$ cat src/rtl/rd_seq.sv
// Burst read sequencer: issues len reads starting at base, one go pulse per
// read, waits for the downstream done strobe with a per-transaction timeout.
module rd_seq #(
    parameter int ADDR_W  = 8,
    parameter int TIMEOUT = 15
) (
    input  logic              clk,
    input  logic              rst_n,
    input  logic              start,
    input  logic [3:0]        len,
    input  logic [ADDR_W-1:0] base,
    input  logic              ds,
    output logic              go,
    output logic [ADDR_W-1:0] addr,
    output logic              busy,
    output logic [3:0]        count,
    output logic              done,
    output logic              err
);

    // state   | meaning
    // S_IDLE  | waiting for start; outputs hold the last burst's result
    // S_ISSUE | go is high; one read launched downstream
    // S_WAIT  | waiting for ds, timer counting cycles without it
    // S_FIN   | burst complete; done pulses in the following cycle
    // S_ERR   | transaction timed out; err is set on leaving
    typedef enum logic [2:0] {
        S_IDLE  = 3'd0,
        S_ISSUE = 3'd1,
        S_WAIT  = 3'd2,
        S_FIN   = 3'd3,
        S_ERR   = 3'd4
    } state_t;

    localparam logic [7:0] TMO_LAST = 8'(TIMEOUT - 1);

    state_t     state;
    state_t     state_nxt;
    logic [7:0] timer;
    logic [3:0] len_q;
    logic [3:0] count_inc;

    assign count_inc = count + 4'd1;
    assign busy      = (state != S_IDLE);

    always_ff @(posedge clk or negedge rst_n) begin
        if (!rst_n) begin
            state <= S_IDLE;
        end else begin
            state <= state_nxt;
        end
    end

    always_comb begin
        state_nxt = state;
        case (state)
            S_IDLE: begin
                if (start) begin
                    state_nxt = (len != 4'd0) ? S_ISSUE : S_FIN;
                end
            end
            S_ISSUE: state_nxt = S_WAIT;
            S_WAIT: begin
                // a strobe arriving on the timeout cycle still completes the read
                if (ds) begin
                    state_nxt = (count_inc == len_q) ? S_FIN : S_ISSUE;
                end else if (timer == TMO_LAST) begin
                    state_nxt = S_ERR;
                end
            end
            S_FIN:   state_nxt = S_IDLE;
            S_ERR:   state_nxt = S_IDLE;
            default: state_nxt = S_IDLE;
        endcase
    end

    always_ff @(posedge clk or negedge rst_n) begin
        if (!rst_n) begin
            go    <= 1'b0;
            addr  <= '0;
            count <= 4'd0;
            done  <= 1'b0;
            err   <= 1'b0;
            timer <= 8'd0;
            len_q <= 4'd0;
        end else begin
            go   <= (state_nxt == S_ISSUE);
            done <= (state == S_FIN);
            case (state)
                S_IDLE: begin
                    if (start) begin
                        err <= 1'b0;
                        if (len != 4'd0) begin
                            len_q <= len;
                            addr  <= base;
                            count <= 4'd0;
                        end
                    end
                end
                S_ISSUE: timer <= 8'd0;
                S_WAIT: begin
                    if (ds) begin
                        count <= count_inc;
                        addr  <= addr + 1'b1;
                    end else begin
                        timer <= timer + 8'd1;
                    end
                end
                S_ERR:   err <= 1'b1;
                default: ;
            endcase
        end
    end

endmodule

$ cat config.mk
export PLATFORM = sky130hd
export DESIGN_NAME = rd_seq
export DESIGN_NICKNAME = d
export VERILOG_FILES = /design/src/rtl/rd_seq.sv
export SDC_FILE = /design/constraint.sdc
export NUM_CORES = 1
export LEC_CHECK = 0
export BUFFER_PORTS_ARGS = -buffer_cell sky130_fd_sc_hd__buf_2
export CAP_MARGIN = 20
export CORE_ASPECT_RATIO = 1.4
export CORE_UTILIZATION = 30
export DETAILED_ROUTE_END_ITERATION = 12
export PLACE_DENSITY = 0.6
export REMOVE_ABC_BUFFERS = 1
export SLEW_MARGIN = 20
export SYNTH_ARGS = -nofsm -noshare
export SYNTH_HDL_FRONTEND = slang
export SYNTH_SLANG_ARGS = --single-unit
$ cat constraint.sdc
create_clock -name clk -period 6 [get_ports clk]
set_clock_uncertainty 0.15 [all_clocks]
set_input_delay 0.3 -clock clk [delete_from_list [all_inputs] [get_ports clk]]
set_output_delay 0.3 -clock clk [all_outputs]
set_load 0.01 [all_outputs]
## Word-level counts from Yosys, hierarchy flattened

Index checks and enable logic that the tools add are counted.

| storage, ports and cells | value |
|---|---|
| flip-flop bits (word level) | 30 |
| latch bits | 0 |
| RAM bits | 0 |
| memory bits (read-only) | 0 |
| bits of input ports | 16 |
| output and inout port bits | 16 |
| word-level logic and storage cells | 50 |
| memories kept | 0 |

| cells by class | value |
|---|---|
| add/sub/neg operators | 3 |
| multiply operators | 0 |
| div/mod/pow operators | 0 |
| order comparisons | 0 |
| equal/unequal tests | 11 |
| shift operators | 0 |
| multiplexer cells | 18 |
| bitwise logic cells | 0 |
| reductions and logical operators | 10 |

Operators with widths:

| operator | count |
|---|---|
| $mux W8 | 4 |
| $pmux W8 S2 | 2 |
| $add A8 B1 Y8 const B | 2 |
| $mux W4 | 3 |
| $mux W3 | 3 |
| $pmux W3 S3 | 1 |
| $eq A8 B4 Y1 const B | 1 |
| $ne A2 B2 Y1 const B | 4 |
| $pmux W4 S2 | 1 |
| $eq A3 B1 Y1 const B | 2 |
| $eq A3 B2 Y1 const B | 2 |
| $reduce_bool A2 Y1 | 3 |
| $add A4 B1 Y4 const B | 1 |
| $eq A4 B4 Y1 | 1 |
| $mux W2 | 2 |
| $reduce_and A2 Y1 | 2 |
| $reduce_and A4 Y1 | 1 |
| $reduce_bool A4 Y1 | 1 |
| $eq A3 B3 Y1 const B | 1 |
| $logic_not A3 Y1 | 1 |
| $reduce_and A3 Y1 | 1 |
| $reduce_bool A3 Y1 | 1 |
| $pmux W1 S2 | 1 |
| $mux W1 | 1 |

## Depth between registers and ports, before layout

| logic depth | value |
|---|---|
| word-level depth | 6 |
| depth in mapped cells | 6 |
| gate-level depth less buffers | 6 |

## Least setup slack after synthesis

Ideal clock, no wire load.

| timing path | value |
|---|---|
| kind | register to register |
| start | register state[0] |
| end | register addr[4] |
| library setup time | 0.135 ns |
| data arrival time | 1.646 ns |
| path slack | 4.069 ns |
| cell stages (with the launch flop) | 7 |
| period minus slack after synthesis | 1.931 ns |
| path through | dfrtp_1 or4b_1 clkbuf_1 o21a_1 clkbuf_1 o21ai_0 o21ai_0 |

| on the way | value |
|---|---|
| cells in the longest elaborated chain, start to end | 3 |
| elaborated cells between the ends (all ways) | 8 |
| those cells by class | eq/ne: 4; mux: 1; reduce/logical: 3 |

RTL lines:

| item | line | source |
|---|---|---|
| start, declared | 37 | `state_t state;` |
| start signal, assigned | 50 | `state <= state_nxt;` |
| $eq A3 B2 Y1 or $logic_not A3 Y1 (tied branches) | 89 | `case (state)` |
| $ne A2 B2 Y1 (no source line) or $reduce_bool A2 Y1 (tied branches) | n/a |  |
| $reduce_and A4 Y1 (no source line) | n/a |  |
| end signal, assigned | 95 | `addr <= base;` |
| end signal, assigned | 104 | `addr <= addr + 1'b1;` |
| end, declared | 14 | `output logic [ADDR_W-1:0] addr,` |

Parallel ways exist; a longest one is shown, timed or not.
A chain may end at the register's enable or synchronous reset.

## Final worst setup path

| timing path | value |
|---|---|
| start | register state[2] |
| end | register addr[4] |

The elaborated chain is that of the path after synthesis.

==> impl_metrics.env <==
export IMPL_critPathLaunch="state[2]"
export IMPL_stdcell_area_sq_um=1920
export IMPL_routed_wl_um=3570
export IMPL_clkPwrFrac_pct=23.2
export IMPL_grt_pass1_wl_um=6030
export IMPL_synth_top_area_cell="dfrtp_1"
export IMPL_outcome="finished, final reports clean"
export IMPL_cellPowerDensity_nw_per_um2=445
export IMPL_cp_required_ps=6000
export IMPL_post_route_min_period_ps=2130
export IMPL_placementRows=31
export IMPL_synth_seq_cells=30
export IMPL_ys_flop_type="dfrtp_1"
export IMPL_crit_path_max_incr_delay_ps=690
export IMPL_grt_pass1_vias=1302
export IMPL_clk_insertion_delay_late_ps=280
export IMPL_hold_viol=0
export IMPL_antennaDiodeCount=0
export IMPL_synth_compound_area_share_pct=18.5
export IMPL_postCtsSetupRepairBufs=0
export IMPL_synth_simple_area_share_pct=19.8
export IMPL_layout_drive_gt1_share_pct=23.9
export IMPL_layout_nets=216
export IMPL_grt_remaining_overflow=0
export IMPL_grt_max_degree=31
export IMPL_synth_commonest_cells="dfrtp_1 (30), nand2_1 (17), nor2_1 (14), o21ai_0 (14), a21oi_1 (11)"
export IMPL_cts_buffers=5
export IMPL_post_cts_resized=0
export IMPL_final_util_pct=37.5
export IMPL_fmax_mhz=469
export IMPL_cts_buffer_depth=2
export IMPL_p_leak_nw=0.856
export IMPL_die_x_um=63.5
export IMPL_async_reset_ff_share_pct=100
export IMPL_startpoint_type="register"
export IMPL_cts_max_level=2
export IMPL_synth_mux_area_fraction_pct=2.76
export IMPL_placed_cell_area_sq_um=1800
export IMPL_synthAdderAreaFrac_pct=3.15
export IMPL_cts_sinks=30
export IMPL_synth_most_common_cell="dfrtp_1"
export IMPL_cpMaxStageDelayCell="or4b_1"
export IMPL_io_pins=32
export IMPL_switching_share_pct=38.6
export IMPL_synth_edf_count=0
export IMPL_seqPwrFrac_pct=39.5
export IMPL_core_sq_um=5120
export IMPL_totalNegativeSetupSlack_ps=0
export IMPL_gp_congestion=0.777
export IMPL_wire_per_inst_um=13.6
export IMPL_firstDrtPassIters=4
export IMPL_synth_area_sq_um=1590
export IMPL_cp_end_kind="register"
export IMPL_hold_start="len[2]"
export IMPL_synth_top_area_share_pct=47.3
export IMPL_via_count=1323
export IMPL_cts_root_buffer="clkbuf_8"
export IMPL_peakVddDrop_uv=153
export IMPL_drv_slew=0
export IMPL_p_comb_share_pct=37.3
export IMPL_cts_tree="yes"
export IMPL_port_buffers=31
export IMPL_setup_viol=0
export IMPL_worst_slew_pin_slew_ps=843
export IMPL_hold_buffers=1
export IMPL_period_share_pct=35.5
export IMPL_track_usage_pct=14.1
export IMPL_p_switching_uw=330
export IMPL_synth_xor_area_share_pct=6.07
export IMPL_r2r_setup_slack_ps=3870
export IMPL_dpl_hpwl_um=2620
export IMPL_synth_area_leaders="dfrtp_1 (47%), o21ai_0 (4.4%), xnor2_1 (4.4%)"
export IMPL_yosysWarnings=0
export IMPL_synth_seq_area_share_pct=47.3
export IMPL_dieArea_sq_um=5590
export IMPL_cpMostUsedCell="o21ai_0"
export IMPL_clkTransAtPathRegs_ps=70
export IMPL_p_int_uw=525
export IMPL_worstPathCellList="or4b_1 -> o21a_1 -> o21ai_0 -> o21ai_0"
export IMPL_hold_path_class="in2reg"
export IMPL_r2r_start="state[2]"
export IMPL_antenna_found_initial=0
export IMPL_syn_area_per_cell_sq_um=9.67
export IMPL_critical_path_class="reg2reg"
export IMPL_cap_violations=0
export IMPL_die_h_um=88.0
export IMPL_maxSlewHeadroom_pct=43.7
export IMPL_initial_core_util_pct=31.0
export IMPL_syn_inst=164
export IMPL_path_max_fanout=13
export IMPL_rsz0062_at_grt="false"
export IMPL_drt_vias_per_instance=5.03
export IMPL_cp_arrival_ps=2130
export IMPL_synth_top_family_by_area="simple AND/OR/NAND/NOR gates"
export IMPL_drc=0
export IMPL_drt_initial_drc_count=59
export IMPL_area_delta_synth_final_pct=21.1
export IMPL_ant_nets=0
export IMPL_synth_cell_type_count=42
## worst max-delay path, delay by kind of cell, from the launching register on
kind             cells  cell delay (ps)
AND/OR/NAND/NOR      1              690
flip-flops           1              500
AO/OA/AOI/OAI        3              650
## kinds of logic (layout without fill, tap and decap cells)
kind of cell,count (synthesis),in the layout
DFF,30,30
and+or+nand+nor,59,59
buffers and inverters,10,43
muxes,4,4
adders and majority gates,4,4
xor gates and xnor gates,11,11
AOI/OAI and AO/OA,46,46
## layout by cell type, fill, tap and decap left out, types with 3 or more instances in the layout
cell type | Yosys | routed
inv_1 | 3 | 3
clkbuf_8 | 0 | 5
buf_2 | 0 | 31
o21ai_0 | 14 | 14
xor2_1 | 3 | 3
nand3_1 | 7 | 7
nand2_1 | 17 | 17
a21oi_1 | 11 | 11
o31ai_1 | 4 | 4
mux2_2 | 3 | 3
nor2_1 | 14 | 14
ha_1 | 4 | 4
xnor2_1 | 8 | 8
dfrtp_1 | 30 | 30
## path summary, 6_finish.rpt
kind                                  to  cells past startpoint
worst max-delay path             addr[4]                      4
worst min-delay path            len_q[2]                      3
worst max register to register   addr[4]                      4
worst min register to register       err                      1
max in group asynchronous        addr[4]                      2
min in group asynchronous        addr[6]                      2
## power groups by stage
stage          clock network [mW]  registers [mW]  logic (mW)
6_report                    0.198           0.338       0.319
5_1_grt                     0.215           0.350       0.360
4_1_cts                     0.206           0.337       0.325
3_5_place_dp                    0           0.341       0.322
3_3_place_gp                    0           0.340       0.318
2_1_floorplan                   0           0.342       0.208
## registers in the layout, summed over array words and instances (netlist names)
signal,cells
addr,8
timer,8
count,4
len_q,4
state,3
done,1
err,1
go,1
## cell type report
cell class                      instances  area (sq um)
Tap cell                               66          82.6
Sequential cell                        30           751
Fill cell                             547          3200
Clock inverter                          3          40.0
Inverter                                3          11.3
Clock buffer                            5          68.8
Multi-Input combinational cell        124           803
Timing Repair Buffer                   32           165
## through the flow
stage               hold slack, ps  std cells  worst slack, ps  power (mW)
finish                        95.9        263             3870       0.855
global route                  90.0        263             3730       0.925
CTS                           89.1        263             3770       0.868
detailed placement             238        254             3790       0.663
floorplan                     -146        157             4090       0.550
global placement               239        254             3880       0.659
## metal layers
layer  part of all wire, %  track usage [%]  vias to the layer above
met3                   3.2             2.86                        6
met1                    41             14.8                      636
met4                   2.2             6.82                        0
met2                    53             26.5                       19
li1                      -                -                      662
met5                     0                0                        -
No activity file was read; power rests on OpenSTA's default activity.
